### src/rtl/micro_seq_pkg.sv
// Shared constants for the microprogram sequencer.
// Holds the TY encodings and the default widths / fetch address.
package micro_seq_pkg;

    localparam int DEFAULT_ADDR_W     = 6;
    localparam int DEFAULT_FETCH_ADDR = 0;

    typedef enum logic [1:0] {
        TY_JUMP     = 2'b00,
        TY_BRANCH   = 2'b01,
        TY_CALL     = 2'b10,
        TY_DISPATCH = 2'b11
    } ty_e;

endpackage

### src/rtl/micro_return_stack.sv
// LIFO return-address stack for microsubroutine call/return.
// Ports: clk, rst (async, high), push, pop, push_data -> top, full, empty.
module micro_return_stack #(
    parameter int DATA_W = 6,
    parameter int DEPTH  = 4
) (
    input  logic              clk,
    input  logic              rst,
    input  logic              push,
    input  logic              pop,
    input  logic [DATA_W-1:0] push_data,
    output logic [DATA_W-1:0] top,
    output logic              full,
    output logic              empty
);

    localparam int PTR_W = $clog2(DEPTH);
    localparam int CNT_W = PTR_W + 1;

    logic [DATA_W-1:0] mem [DEPTH];
    logic [CNT_W-1:0]  count;
    logic [PTR_W-1:0]  wr_idx;
    logic [PTR_W-1:0]  top_idx;

    assign wr_idx  = count[PTR_W-1:0];
    assign top_idx = PTR_W'(count - CNT_W'(1));
    assign full    = (count == CNT_W'(DEPTH));
    assign empty   = (count == '0);
    assign top     = mem[top_idx];

    // Count saturates: a push when full and a pop when empty are ignored.
    always_ff @(posedge clk or posedge rst) begin
        if (rst) begin
            count <= '0;
        end else if (push && !full) begin
            count <= count + CNT_W'(1);
        end else if (pop && !empty) begin
            count <= count - CNT_W'(1);
        end
    end

    always_ff @(posedge clk) begin
        if (push && !full) begin
            mem[wr_idx] <= push_data;
        end
    end

endmodule

### src/rtl/micro_sequencer.sv
// Next-address generator for the microprogrammed control unit.
// Ports: TY/NA/cond/return/opcode/stall in; ControlAddress, uPC, wait, error out.
module micro_sequencer
    import micro_seq_pkg::*;
#(
    parameter int ADDR_W      = DEFAULT_ADDR_W,
    parameter int OPCODE_W    = 4,
    parameter int COND_W      = 4,
    parameter int STACK_DEPTH = 4,
    parameter int FETCH_ADDR  = DEFAULT_FETCH_ADDR
) (
    input  logic                ClockInput,
    input  logic                ResetInput,
    input  logic [1:0]          SelectionTypeTY,
    input  logic [ADDR_W-1:0]   NextAddressNA,
    input  logic [1:0]          CondSelect,
    input  logic [COND_W-1:0]   ConditionFlags,
    input  logic                MicroReturn,
    input  logic [OPCODE_W-1:0] OpcodeIn,
    input  logic                OpcodeValid,
    input  logic                Stall,
    output logic [ADDR_W-1:0]   ControlAddress,
    output logic [ADDR_W-1:0]   CurrentAddress,
    output logic                DispatchWait,
    output logic                StackError
);

    localparam logic [ADDR_W-1:0] FETCH = ADDR_W'(FETCH_ADDR);

    logic [ADDR_W-1:0] upc_inc;
    logic [ADDR_W-1:0] stack_top;
    logic              stack_full;
    logic              stack_empty;
    logic              push;
    logic              pop;
    logic              set_err;

    assign upc_inc = CurrentAddress + ADDR_W'(1);

    micro_return_stack #(
        .DATA_W (ADDR_W),
        .DEPTH  (STACK_DEPTH)
    ) u_stack (
        .clk       (ClockInput),
        .rst       (ResetInput),
        .push      (push),
        .pop       (pop),
        .push_data (upc_inc),
        .top       (stack_top),
        .full      (stack_full),
        .empty     (stack_empty)
    );

    always_comb begin
        ControlAddress = CurrentAddress;
        DispatchWait   = 1'b0;
        push           = 1'b0;
        pop            = 1'b0;
        set_err        = 1'b0;
        if (ResetInput) begin
            ControlAddress = FETCH;
        end else if (Stall) begin
            ControlAddress = CurrentAddress;
        end else if (MicroReturn) begin
            if (stack_empty) begin
                ControlAddress = FETCH;
                set_err        = 1'b1;
            end else begin
                ControlAddress = stack_top;
                pop            = 1'b1;
            end
        end else begin
            unique case (ty_e'(SelectionTypeTY))
                TY_JUMP: begin
                    ControlAddress = NextAddressNA;
                end
                TY_BRANCH: begin
                    ControlAddress = ConditionFlags[CondSelect]
                                   ? NextAddressNA : upc_inc;
                end
                TY_CALL: begin
                    // A call on a full stack still jumps; the return
                    // address is lost and flagged.
                    ControlAddress = NextAddressNA;
                    push           = !stack_full;
                    set_err        = stack_full;
                end
                TY_DISPATCH: begin
                    if (OpcodeValid) begin
                        ControlAddress = NextAddressNA
                                       + ADDR_W'(OpcodeIn);
                    end else begin
                        ControlAddress = CurrentAddress;
                        DispatchWait   = 1'b1;
                    end
                end
                default: ControlAddress = CurrentAddress;
            endcase
        end
    end

    always_ff @(posedge ClockInput or posedge ResetInput) begin
        if (ResetInput) begin
            CurrentAddress <= FETCH;
            StackError     <= 1'b0;
        end else begin
            CurrentAddress <= ControlAddress;
            if (set_err) begin
                StackError <= 1'b1;
            end
        end
    end

endmodule
### config.mk
export PLATFORM = sky130hd
export DESIGN_NAME = micro_sequencer
export DESIGN_NICKNAME = d
export VERILOG_FILES = /design/src/rtl/micro_seq_pkg.sv /design/src/rtl/micro_return_stack.sv /design/src/rtl/micro_sequencer.sv
export SDC_FILE = /design/constraint.sdc
export NUM_CORES = 1
export LEC_CHECK = 0
export CAP_MARGIN = 20
export CORE_ASPECT_RATIO = 0.6
export CORE_MARGIN = 2
export CORE_UTILIZATION = 47
export CTS_CLUSTER_SIZE = 12
export DETAILED_ROUTE_END_ITERATION = 16
export PLACE_DENSITY = 0.76
export SKIP_LAST_GASP = 1
export SYNTH_ARGS = -nofsm -noshare
export SYNTH_HDL_FRONTEND = slang
export SYNTH_SLANG_ARGS = --single-unit
### constraint.sdc
create_clock -name ClockInput -period 2.2 [get_ports ClockInput]
set_clock_uncertainty 0.1 [all_clocks]
set_input_delay 0.33 -clock ClockInput [delete_from_list [all_inputs] [get_ports ClockInput]]
set_output_delay 0.33 -clock ClockInput [all_outputs]
set_load 0.02 [all_outputs]
==> impl_metrics.csv <==
group,metric,value,unit
placed_design,hpwl,4480,um
worst_setup_path,critPathKind,"in2out",
clock_network,cts_buffer_depth,2,
sta,hold_viol_final,0,
logic_synthesis,yosysWarnings,0,
sta,finalCriticalPeriod,2.54,ns
worst_setup_path,end_kind,"output pin",
sta,fin_crit_sh,115,%
route,dr.pass1.iters,4,
route,initialDrtViolationCount,141,
global_route,antenna_found_initial,0,
placed_design,gp_congestion,0.874,
logic_synthesis,synth-edff-count,24,
logic_synthesis,synth_flop_cell,"edfxtp_1",
global_route,grtUsageMet1,38.6,%
cells_and_area,areaGrowthSynthToFinish,67.1,%
power,p_leak,0.00137,uW
global_route,met2_usage,46.5,%
route,antenna_left,0,
logic_synthesis,synth_common_cells,"24 x edfxtp_1, 11 x nor2_1, 10 x dfrtp_1, 10 x ha_1",
clock_network,clk_pin_slew,0.07,ns
sta,finalSetupViolations,6,
sta,tightestPinTransition,0.474,ns
sta,setup_ws,-0.339,ns
die,ios,37,
route,postRouteWirelength,6930,um
clock_network,cts_tree,"yes",
logic_synthesis,syn_inst,159,
logic_synthesis,ys_top_cells_by_area,"edfxtp_1 37%, dfrtp_1 13%, mux4_2 8.0%",
logic_synthesis,yosysUniqueCellTypes,41,
global_route,grt_pass1_wl,9480,um
power,switching_share,33.0,%
worst_setup_path,start_kind,"input pin",
sta,setup_tns,-1.52,ns
die,die_w,87.5,um
die,start_util,48.5,%
die,die_area,4730,um^2
worst_setup_path,critical_path_required,1.77,ns
power,combPwrFrac,49.9,%
logic_synthesis,avgSynthCellArea,12.4,um^2
global_route,grt_util_met3,8.13,%
worst_setup_path,critPathMaxStageDelay,0.58,ns
cells_and_area,nNetsFinal,294,
clock_network,cts-root-buf,"clkbuf_8",
logic_synthesis,synth_area,1960,um^2
route,wl_per_cell,22.3,um
worst_setup_path,rr_worst_depth,6,
power,power_frac_clock,20.3,%
global_route,top_usage_layer,"met2",
die,core-area,4050,um^2
power,p_per_area,846,nW/um^2
placed_design,numPortBuffers,36,
global_route,grt.overflow.total,0,
logic_synthesis,synth_most_common_cell,"edfxtp_1",
worst_setup_path,crit_path_top_delay_cell,"mux4_2",
cells_and_area,antenna_cells,0,
global_route,grt_pass1_vias,1786,
worst_setup_path,crit_path_max_fanout,5,
sta,relSlewSlack,67.5,%
sta,max_freq,394,MHz
route,vias,1844,
clock_network,insertion_delay,0.29,ns
worst_setup_path,crit_buf_inv,2,
run,drv_cap,0,
sta,final-max-slew-violation-count,0,
worst_setup_path,ff2ff_setup_slack,0.23,ns
clock_network,cts_made_buffers,5,
die,rows,18,
power,internal_power,1860,uW
logic_synthesis,synth_top_area_share,36.7,%
logic_synthesis,syn-num-nets,193,
power,peakVddDrop,0.533,mV
logic_synthesis,synth-seq-cells,34,
power,p_switching,917,uW
clock_network,clock_sinks,34,
worst_setup_path,crit_family,"multiplexers",
worst_setup_path,arrival,2.11,ns
worst_setup_path,rr_startpoint,"CurrentAddress[1]$_DFF_PP0_",
logic_synthesis,synthArstFlopShare,29.4,%
outcome,status,"finished with violations",
global_route,grt_usage,28.7,%
worst_hold_path,min_path_type,"in2async",
global_route,grt_max_degree,12,
clock_network,htreeDepth,2,
worst_setup_path,reg2reg_to,"CurrentAddress[1]$_DFF_PP0_",
sta,rsz0062_at_grt,"yes",
power,p_seq_share,29.9,%
logic_synthesis,synth.largest_area_cell,"edfxtp_1",
worst_setup_path,cp_cell_sequence,"buf_6 -> mux4_2 -> mux2i_1 -> a2111oi_4 -> a311oi_2 -> nor3_2 -> buf_4",
route,post-route-drc-count,0,
logic_synthesis,seq_area_frac_synth,49.4,%
outcome,violations,"setup timing",
power,power,2780,uW
die,die_h,54.1,um
cells_and_area,drive_gt1_share,54.8,%
route,viasPerCell,5.93,
## cell usage in the layout (no fill, tap or decap), types with 5 or more instances in the layout
cell type	netlist	final
buf_4	0	62
buf_6	1	11
nor2_1	11	10
clkbuf_8	0	5
dfrtp_1	10	10
ha_4	0	5
edfxtp_1	24	24
mux4_2	7	7
clkdlybuf4s50_1	0	11
## metrics by stage
| stage | hold WS, ns | utilization, % | cell area [um^2] | std cells | setup slack [ns] |
|---|---|---|---|---|---|
| CTS | 0.386 | 76.9 | 3120 | 305 | -0.287 |
| global placement | 0.356 | 69.8 | 2830 | 290 | -1.11 |
| detailed placement | 0.372 | 69.8 | 2830 | 290 | -1.24 |
| global route | 0.256 | 81.0 | 3280 | 311 | -0.355 |
| finish | 0.220 | 81.0 | 3280 | 311 | -0.339 |
| floorplan | 0.356 | - | 2020 | 159 | -0.0982 |
## cells by family after synthesis
group	synth area share (%)
and+or+nand+nor	11.7
AOI/OAI and AO/OA	14.0
DFF	49.4
buffers and inverters	2.87
muxes	10.6
adders and majority gates	7.39
xor gates and xnor gates	4.01
## routing by layer
| metal | wire length, um | share of wire [%] |
|---|---|---|
| met1 | 2870 | 41 |
| met2 | 3390 | 49 |
| met3 | 592 | 8.5 |
| met4 | 72 | 1.0 |
| met5 | 0 | 0 |
## worst max-delay path by stage
stage / slack (ns) / from / end / cells past startpoint
after detailed placement: -1.24 / NextAddressNA[0] / ControlAddress[1] / 8
after global placement: -1.11 / CondSelect[0] / ControlAddress[0] / 7
final: -0.34 / CondSelect[0] / ControlAddress[1] / 7
after floorplan: -0.1 / CondSelect[0] / ControlAddress[0] / 6
after CTS: -0.29 / CondSelect[0] / ControlAddress[1] / 7
after global routing: -0.35 / CondSelect[0] / ControlAddress[1] / 7
## worst reg2reg max path: cells and delay by family (launching register included)
family                   cells  cell delay [ns]
multiplexers                 1             0.38
AND/OR/NAND/NOR              1             0.10
flip-flops                   1             0.41
adder cells (fa/ha/maj)      1             0.31
buffers and inverters        1             0.14
AO/OA/AOI/OAI                2             0.44
## final cells by class
| class | instances | area [um^2] |
|---|---|---|
| clock buffers | 6 | 72.6 |
| clock inverters | 2 | 33.8 |
| fillers | 220 | 772 |
| inverters | 4 | 15.0 |
| multi-input cells | 113 | 1230 |
| flip-flops and latches | 34 | 971 |
| well taps | 50 | 62.6 |
| repair buffers | 102 | 901 |
## power groups by stage
stage | logic [uW] | clock network, uW | registers, uW
after detailed placement | 1130 | 0 | 829
final | 1380 | 562 | 829
after CTS | 1290 | 558 | 821
after global placement | 1090 | 0 | 823
after global routing | 1470 | 591 | 833
after floorplan | 561 | 0 | 874
## state kept, by name, summed over array words and instances (netlist names)
name	cells
CurrentAddress	6
StackError	1
u_stack.count	3
u_stack.mem	24
## repair_timing
item / CTS / global route
resized for setup: 103 / 30
endpoints found under the hold margin: 0 / 0
endpoints found under the setup margin: 9 / 7
hold buffers: 0 / 0
pin swaps: 20 / 13
buffers inserted: 7 / 6
(Power assumes the default switching activity.)
